File: src/rtl/ov7670_capture.sv
// rtl/ov7670_capture.sv - OV7670 parallel video capture, RGB444 assembly and decimation into a frame buffer
//
// Samples the camera bus (pclk/vsync/href/d) in the clk domain, assembles
// RGB444 pixels from byte pairs, keeps one pixel in every 2^C_DEC_LOG2 columns
// and rows, and writes kept pixels to sequential frame buffer addresses.
//
// Ports:
//   clk, rst        system clock, asynchronous active-high reset
//   cfg_done        camera configuration complete; low holds/returns to idle
//   ov7670_pclk     camera pixel clock (asynchronous to clk)
//   ov7670_vsync    vertical sync, high between frames
//   ov7670_href     line valid
//   ov7670_d        camera data byte
//   fb_we           frame buffer write strobe, one cycle per stored pixel
//   fb_addr         frame buffer write address
//   fb_data         stored pixel {R,G,B}, 4 bits each
//   frame_done      one-cycle pulse at the end of each captured frame
module ov7670_capture #(
  parameter int C_DEC_LOG2 = 3,
  parameter int C_COLS_IN  = 640,
  parameter int C_ROWS_IN  = 480,
  parameter int C_COLS_OUT = C_COLS_IN >> C_DEC_LOG2,
  parameter int C_ROWS_OUT = C_ROWS_IN >> C_DEC_LOG2,
  parameter int C_AW       = 13
) (
  input  logic            clk,
  input  logic            rst,
  input  logic            cfg_done,
  input  logic            ov7670_pclk,
  input  logic            ov7670_vsync,
  input  logic            ov7670_href,
  input  logic [7:0]      ov7670_d,
  output logic            fb_we,
  output logic [C_AW-1:0] fb_addr,
  output logic [11:0]     fb_data,
  output logic            frame_done
);

  localparam logic [1:0] S_WAIT_CFG   = 2'd0;
  localparam logic [1:0] S_WAIT_FRAME = 2'd1;
  localparam logic [1:0] S_CAPTURE    = 2'd2;

  localparam logic [9:0]      COLS_LIM  = 10'(C_COLS_IN);
  localparam logic [8:0]      ROWS_LIM  = 9'(C_ROWS_IN);
  localparam logic [C_AW-1:0] ADDR_LAST = C_AW'(C_COLS_OUT * C_ROWS_OUT - 1);

  // All camera signals share the same synchronizer depth so d/href stay
  // aligned with the pclk edge that qualifies them.
  logic       pclk_s1, pclk_s2, pclk_s3;
  logic       vsync_s1, vsync_s2, vsync_s3;
  logic       href_s1, href_s2, href_s3;
  logic [7:0] d_s1, d_s2;

  always_ff @(posedge clk or posedge rst) begin
    if (rst) begin
      pclk_s1  <= 1'b0; pclk_s2  <= 1'b0; pclk_s3  <= 1'b0;
      vsync_s1 <= 1'b0; vsync_s2 <= 1'b0; vsync_s3 <= 1'b0;
      href_s1  <= 1'b0; href_s2  <= 1'b0; href_s3  <= 1'b0;
      d_s1     <= 8'd0; d_s2     <= 8'd0;
    end else begin
      pclk_s1  <= ov7670_pclk;  pclk_s2  <= pclk_s1;  pclk_s3  <= pclk_s2;
      vsync_s1 <= ov7670_vsync; vsync_s2 <= vsync_s1; vsync_s3 <= vsync_s2;
      href_s1  <= ov7670_href;  href_s2  <= href_s1;  href_s3  <= href_s2;
      d_s1     <= ov7670_d;     d_s2     <= d_s1;
    end
  end

  logic pclk_rise, vsync_rise, vsync_fall, href_rise, href_fall, byte_stb;
  assign pclk_rise  = pclk_s2 & ~pclk_s3;
  assign vsync_rise = vsync_s2 & ~vsync_s3;
  assign vsync_fall = ~vsync_s2 & vsync_s3;
  assign href_rise  = href_s2 & ~href_s3;
  assign href_fall  = ~href_s2 & href_s3;
  assign byte_stb   = pclk_rise & href_s2;

  logic [1:0]      state;
  logic            phase;
  logic [3:0]      r_nib;
  logic [9:0]      col;
  logic [8:0]      row;
  logic            pix_v, pix_keep;
  logic [11:0]     pix_data;
  logic [C_AW-1:0] addr_cnt;
  logic            full;
  logic            done_pend;

  // A line start may coincide with its first byte; treat that byte as phase 0, col 0.
  logic       phase_eff;
  logic [9:0] col_eff;
  assign phase_eff = href_rise ? 1'b0 : phase;
  assign col_eff   = href_rise ? 10'd0 : col;

  logic we_next;
  assign we_next = pix_v & pix_keep & ~full & cfg_done;

  always_ff @(posedge clk or posedge rst) begin
    if (rst) begin
      state      <= S_WAIT_CFG;
      phase      <= 1'b0;
      r_nib      <= 4'd0;
      col        <= 10'd0;
      row        <= 9'd0;
      pix_v      <= 1'b0;
      pix_keep   <= 1'b0;
      pix_data   <= 12'd0;
      addr_cnt   <= '0;
      full       <= 1'b0;
      done_pend  <= 1'b0;
      fb_we      <= 1'b0;
      fb_addr    <= '0;
      fb_data    <= 12'd0;
      frame_done <= 1'b0;
    end else begin
      pix_v      <= 1'b0;
      fb_we      <= 1'b0;
      frame_done <= 1'b0;

      if (href_rise) begin
        phase <= 1'b0;
        col   <= 10'd0;
      end
      if (byte_stb) begin
        if (!phase_eff) begin
          r_nib <= d_s2[3:0];
          phase <= 1'b1;
        end else begin
          phase    <= 1'b0;
          pix_data <= {r_nib, d_s2};
          pix_v    <= 1'b1;
          pix_keep <= (state == S_CAPTURE) &&
                      (col_eff[C_DEC_LOG2-1:0] == '0) && (row[C_DEC_LOG2-1:0] == '0) &&
                      (col_eff < COLS_LIM) && (row < ROWS_LIM);
          // Saturate so oversize lines can never wrap back onto kept columns.
          if (col_eff != 10'h3ff) col <= col_eff + 10'd1;
        end
      end
      if (state == S_CAPTURE && href_fall && row != 9'h1ff) row <= row + 9'd1;

      // Output register; the address sticks at the last slot once it is used.
      if (we_next) begin
        fb_we   <= 1'b1;
        fb_addr <= addr_cnt;
        fb_data <= pix_data;
        if (addr_cnt == ADDR_LAST) full <= 1'b1;
        else addr_cnt <= addr_cnt + 1'b1;
      end
      // End-of-frame pulse yields to a pending write so the two never overlap.
      if (done_pend && !we_next && cfg_done) begin
        frame_done <= 1'b1;
        done_pend  <= 1'b0;
      end

      if (!cfg_done) begin
        state     <= S_WAIT_CFG;
        done_pend <= 1'b0;
        pix_v     <= 1'b0;
      end else begin
        case (state)
          S_WAIT_CFG: state <= S_WAIT_FRAME;
          S_WAIT_FRAME: begin
            if (vsync_fall) begin
              state    <= S_CAPTURE;
              col      <= 10'd0;
              row      <= 9'd0;
              phase    <= 1'b0;
              addr_cnt <= '0;
              full     <= 1'b0;
            end
          end
          S_CAPTURE: begin
            if (vsync_rise) begin
              state     <= S_WAIT_FRAME;
              done_pend <= 1'b1;
            end
          end
          default: state <= S_WAIT_CFG;
        endcase
      end
    end
  end

endmodule

File: config.mk
export PLATFORM = sky130hd
export DESIGN_NAME = ov7670_capture
export DESIGN_NICKNAME = d
export VERILOG_FILES = /design/src/rtl/ov7670_capture.sv
export SDC_FILE = /design/constraint.sdc
export NUM_CORES = 1
export LEC_CHECK = 0
export ABC_AREA = 1
export CAP_MARGIN = 0
export CORE_MARGIN = 1.5
export CORE_UTILIZATION = 49
export DETAILED_ROUTE_END_ITERATION = 10
export PLACE_DENSITY = 0.7
export SLEW_MARGIN = 20
export SYNTH_ARGS = -nofsm -noshare
export SYNTH_HDL_FRONTEND = slang
export SYNTH_SLANG_ARGS = --single-unit
File: constraint.sdc
create_clock -name clk -period 6.99 [get_ports clk]
set_input_delay 0.699 -clock clk [delete_from_list [all_inputs] [get_ports clk]]
set_output_delay 0.699 -clock clk [all_outputs]
set_load 0.02 [all_outputs]
==> flow_summary.json <==
{
  "syn_to_final_growth_pct": 15.9,
  "synth.area.mux_share_pct": 1.01,
  "p_seq_share_pct": 58.9,
  "finalSetupViolations": 0,
  "drc": 3,
  "clk_pin_slew_ns": 0.11,
  "violations": "design-rule violations",
  "core_area_mm2": 0.00881,
  "synthDistinctLibCells": 34,
  "fin_tns_setup_ns": 0,
  "ys_seq_elements": 107,
  "tightest_slew_ns": 0.885,
  "first_pass_iters": 8,
  "crit_arrival_ns": 2.71,
  "fmax_mhz": 406,
  "num_vias": 3109,
  "cts_tree": "yes",
  "p_leak_nw": 2.42,
  "synth_top_family_by_area": "simple AND/OR/NAND/NOR gates",
  "swShare_pct": 27.8,
  "cellInternalPower_mw": 0.864,
  "synth_fa_ha_area_share_pct": 1.96,
  "hold_buffers": 0,
  "ys_warn_count": 0,
  "crit_type": "primary input to flip-flop",
  "grt_pass1_wl_mm": 13.7,
  "relSlewSlack_pct": 40.8,
  "synth_area_mm2": 0.00448,
  "finalClockSkew_ns": 0.0137,
  "slew_violations": 0,
  "period_minus_slack_ns": 2.46,
  "rsz0062_at_grt": "no",
  "synthCells": 469,
  "yosys.area_share.simple_pct": 21.4,
  "antennaDiodeCount": 0,
  "yosysTopAreaCell": "dfrtp_1",
  "ant_nets": 0,
  "avgSynthCellArea_um2": 9.54,
  "io_pins": 41,
  "drv_cap": 0,
  "clkSinkCount": 107,
  "switching_power_mw": 0.333,
  "clockRootBuffer": "clkbuf_8",
  "ys_seq_area_share_pct": 59.8,
  "vias_per_cell": 5.00,
  "post_cts_buffers": 0,
  "peakVddDrop_uv": 157,
  "synthTopCellsByArea": "dfrtp_1 (60%), nand2_1 (7.5%), o21ai_0 (5.8%), inv_1 (5.1%), nor2_1 (3.6%)",
  "comb_power_share_pct": 9.1,
  "hold_class": "flip-flop to flip-flop",
  "grt_pass1_vias": 2959,
  "cts_buffers": 9,
  "hpwl_mm": 5.33,
  "drtIter0Drc": 186,
  "place_congestion": 0.842,
  "antenna_found_initial": 0,
  "clk_latency_ns": 0.37,
  "synth_compound_area_share_pct": 8.08,
  "fin_nets": 530,
  "end_kind": "flip-flop",
  "worst-path-max-fanout": 24,
  "routed_wl_mm": 7.73,
  "synth_top_area_share_pct": 59.8,
  "drive_gt1_share_pct": 8.75,
  "cts_resized": 0,
  "start_util_pct": 50.8,
  "die_w_um": 98.6,
  "die-area_mm2": 0.00972,
  "portBuffers": 40,
  "required_ns": 7.23,
  "h-tree-depth": 3,
  "final_util_pct": 58.9,
  "status": "finished with violations",
  "wl_per_cell_um": 12.4,
  "grt-ovfl-total": 0,
  "grt_max_degree": 86,
  "synthXorXnorAreaFrac_pct": 1.17,
  "hold_viol": 0,
  "rows": 34,
  "gr-usage-all-layers_pct": 17.7,
  "worst_setup_path_start_kind": "primary input",
  "syn_nets": 490,
  "pwr-share-clk_pct": 31.9,
  "clockBufferDepth": 2,
  "period_share_pct": 35.3,
  "power.density_mw_per_mm2": 231,
  "hold_ws_ns": 0.356,
  "die_height_um": 98.6
}
cell usage in the layout, fill, tap and decap left out, types with 2 or more instances in the layout:
cell,n
dfrtp_1,107
nand2_1,89
inv_1,60
o21ai_0,52
nor2_1,43
clkdlybuf4s50_1,40
nand3_1,25
nor3_1,11
a21oi_1,11
clkbuf_8,9
nand4_1,8
ha_1,7
xor2_1,5
nor2_4,4
mux2_2,4
clkinv_8,4
nand2_2,3
nor2_2,3
a211oi_1,3
inv_2,2
nand3_2,2
nand3b_1,2
and3_1,2
nand2_4,2
area by class of cell:
class                   instances  area, um^2
fillers                       744        3620
flip-flops and latches        107        2680
multi-input cells             286        1500
repair buffers                 41         412
inverters                      64         244
well taps                     108         135
clock buffers                   9         124
clock inverters                 7        92.6
registers in the layout, summed over array words and instances (netlist names), 2 cells and up:
name / flops
row: 9
fb_addr: 13
col: 10
state: 2
pix_data: 12
d_s1: 8
fb_data: 12
addr_cnt: 13
r_nib: 4
d_s2: 8
through the flow:
stage               power, mW  instances  worst slack, ns  instance area, um^2
floorplan               0.792        469             3.47                 4480
global placement        0.823        606             4.17                 4970
detailed placement      0.828        606             4.14                 4970
CTS                      1.21        622             4.54                 5180
global route             1.26        622             4.31                 5190
finish                   1.20        622             4.53                 5190
cells in the mapped netlist:
cell type / instances
a211oi_1: 3
a21oi_1: 11
a21oi_2: 1
and3_1: 2
buf_6: 1
clkbuf_1: 11
clkinv_2: 1
dfrtp_1: 107
ha_1: 7
inv_1: 61
inv_2: 2
mux2_2: 4
nand2_1: 89
nand2_2: 3
nand2_4: 2
nand3_1: 25
nand3_2: 2
nand3_4: 1
nand3b_1: 2
nand4_1: 8
nand4_4: 1
nor2_1: 43
nor2_2: 3
nor2_4: 4
nor3_1: 11
nor3_2: 1
nor3_4: 1
nor3b_1: 1
o21ai_0: 52
o22ai_1: 1
o32ai_1: 1
or2_2: 1
xnor2_1: 1
xor2_1: 5
power groups by stage:
stage / sequential (mW) / combinational [mW] / clock, mW
4_1_cts: 0.705 / 0.111 / 0.393
3_5_place_dp: 0.717 / 0.111 / 0
6_report: 0.705 / 0.109 / 0.382
3_3_place_gp: 0.716 / 0.107 / 0
2_1_floorplan: 0.711 / 0.0811 / 0
5_1_grt: 0.713 / 0.130 / 0.418
layer usage:
layer	up-vias	part of all wire, %	GRT usage [%]	routed length (um)
met4	0	1.5	7.14	116
li1	1580	-	-	-
met3	9	3.9	3.05	298
met1	1449	49	25.5	3810
met5	-	0	0	0
met2	71	45	27.0	3510
final timing paths:
| kind | cells past startpoint | startpoint | slack, ns | end |
|---|---|---|---|---|
| max | 4 | cfg_done | 4.53 | addr_cnt[12] |
| min | 0 | pclk_s1 | 0.36 | pclk_s2 |
| max reg2reg | 8 | href_s2 | 4.87 | pix_keep |
| min reg2reg | 0 | pclk_s1 | 0.36 | pclk_s2 |
| max in group asynchronous | 3 | rst | 5.36 | fb_addr[4] |
| min in group asynchronous | 2 | rst | 0.61 | d_s1[0] |
logic make-up (layout without fill, tap and decap cells):
logic type | Yosys count | count (layout)
adders and majority gates | 7 | 7
DFF | 107 | 107
and+or+nand+nor | 200 | 200
muxes | 4 | 4
buffers and inverters | 76 | 121
AOI/OAI and AO/OA | 69 | 69
xor gates and xnor gates | 6 | 6
critical path, cell delays in order:
cell,delay (ns)
clkdlybuf4s50_1,0.58
nand3_1,0.68
inv_1,0.63
nor3_1,0.11
Note: power is estimated with default switching activity, not from simulation.
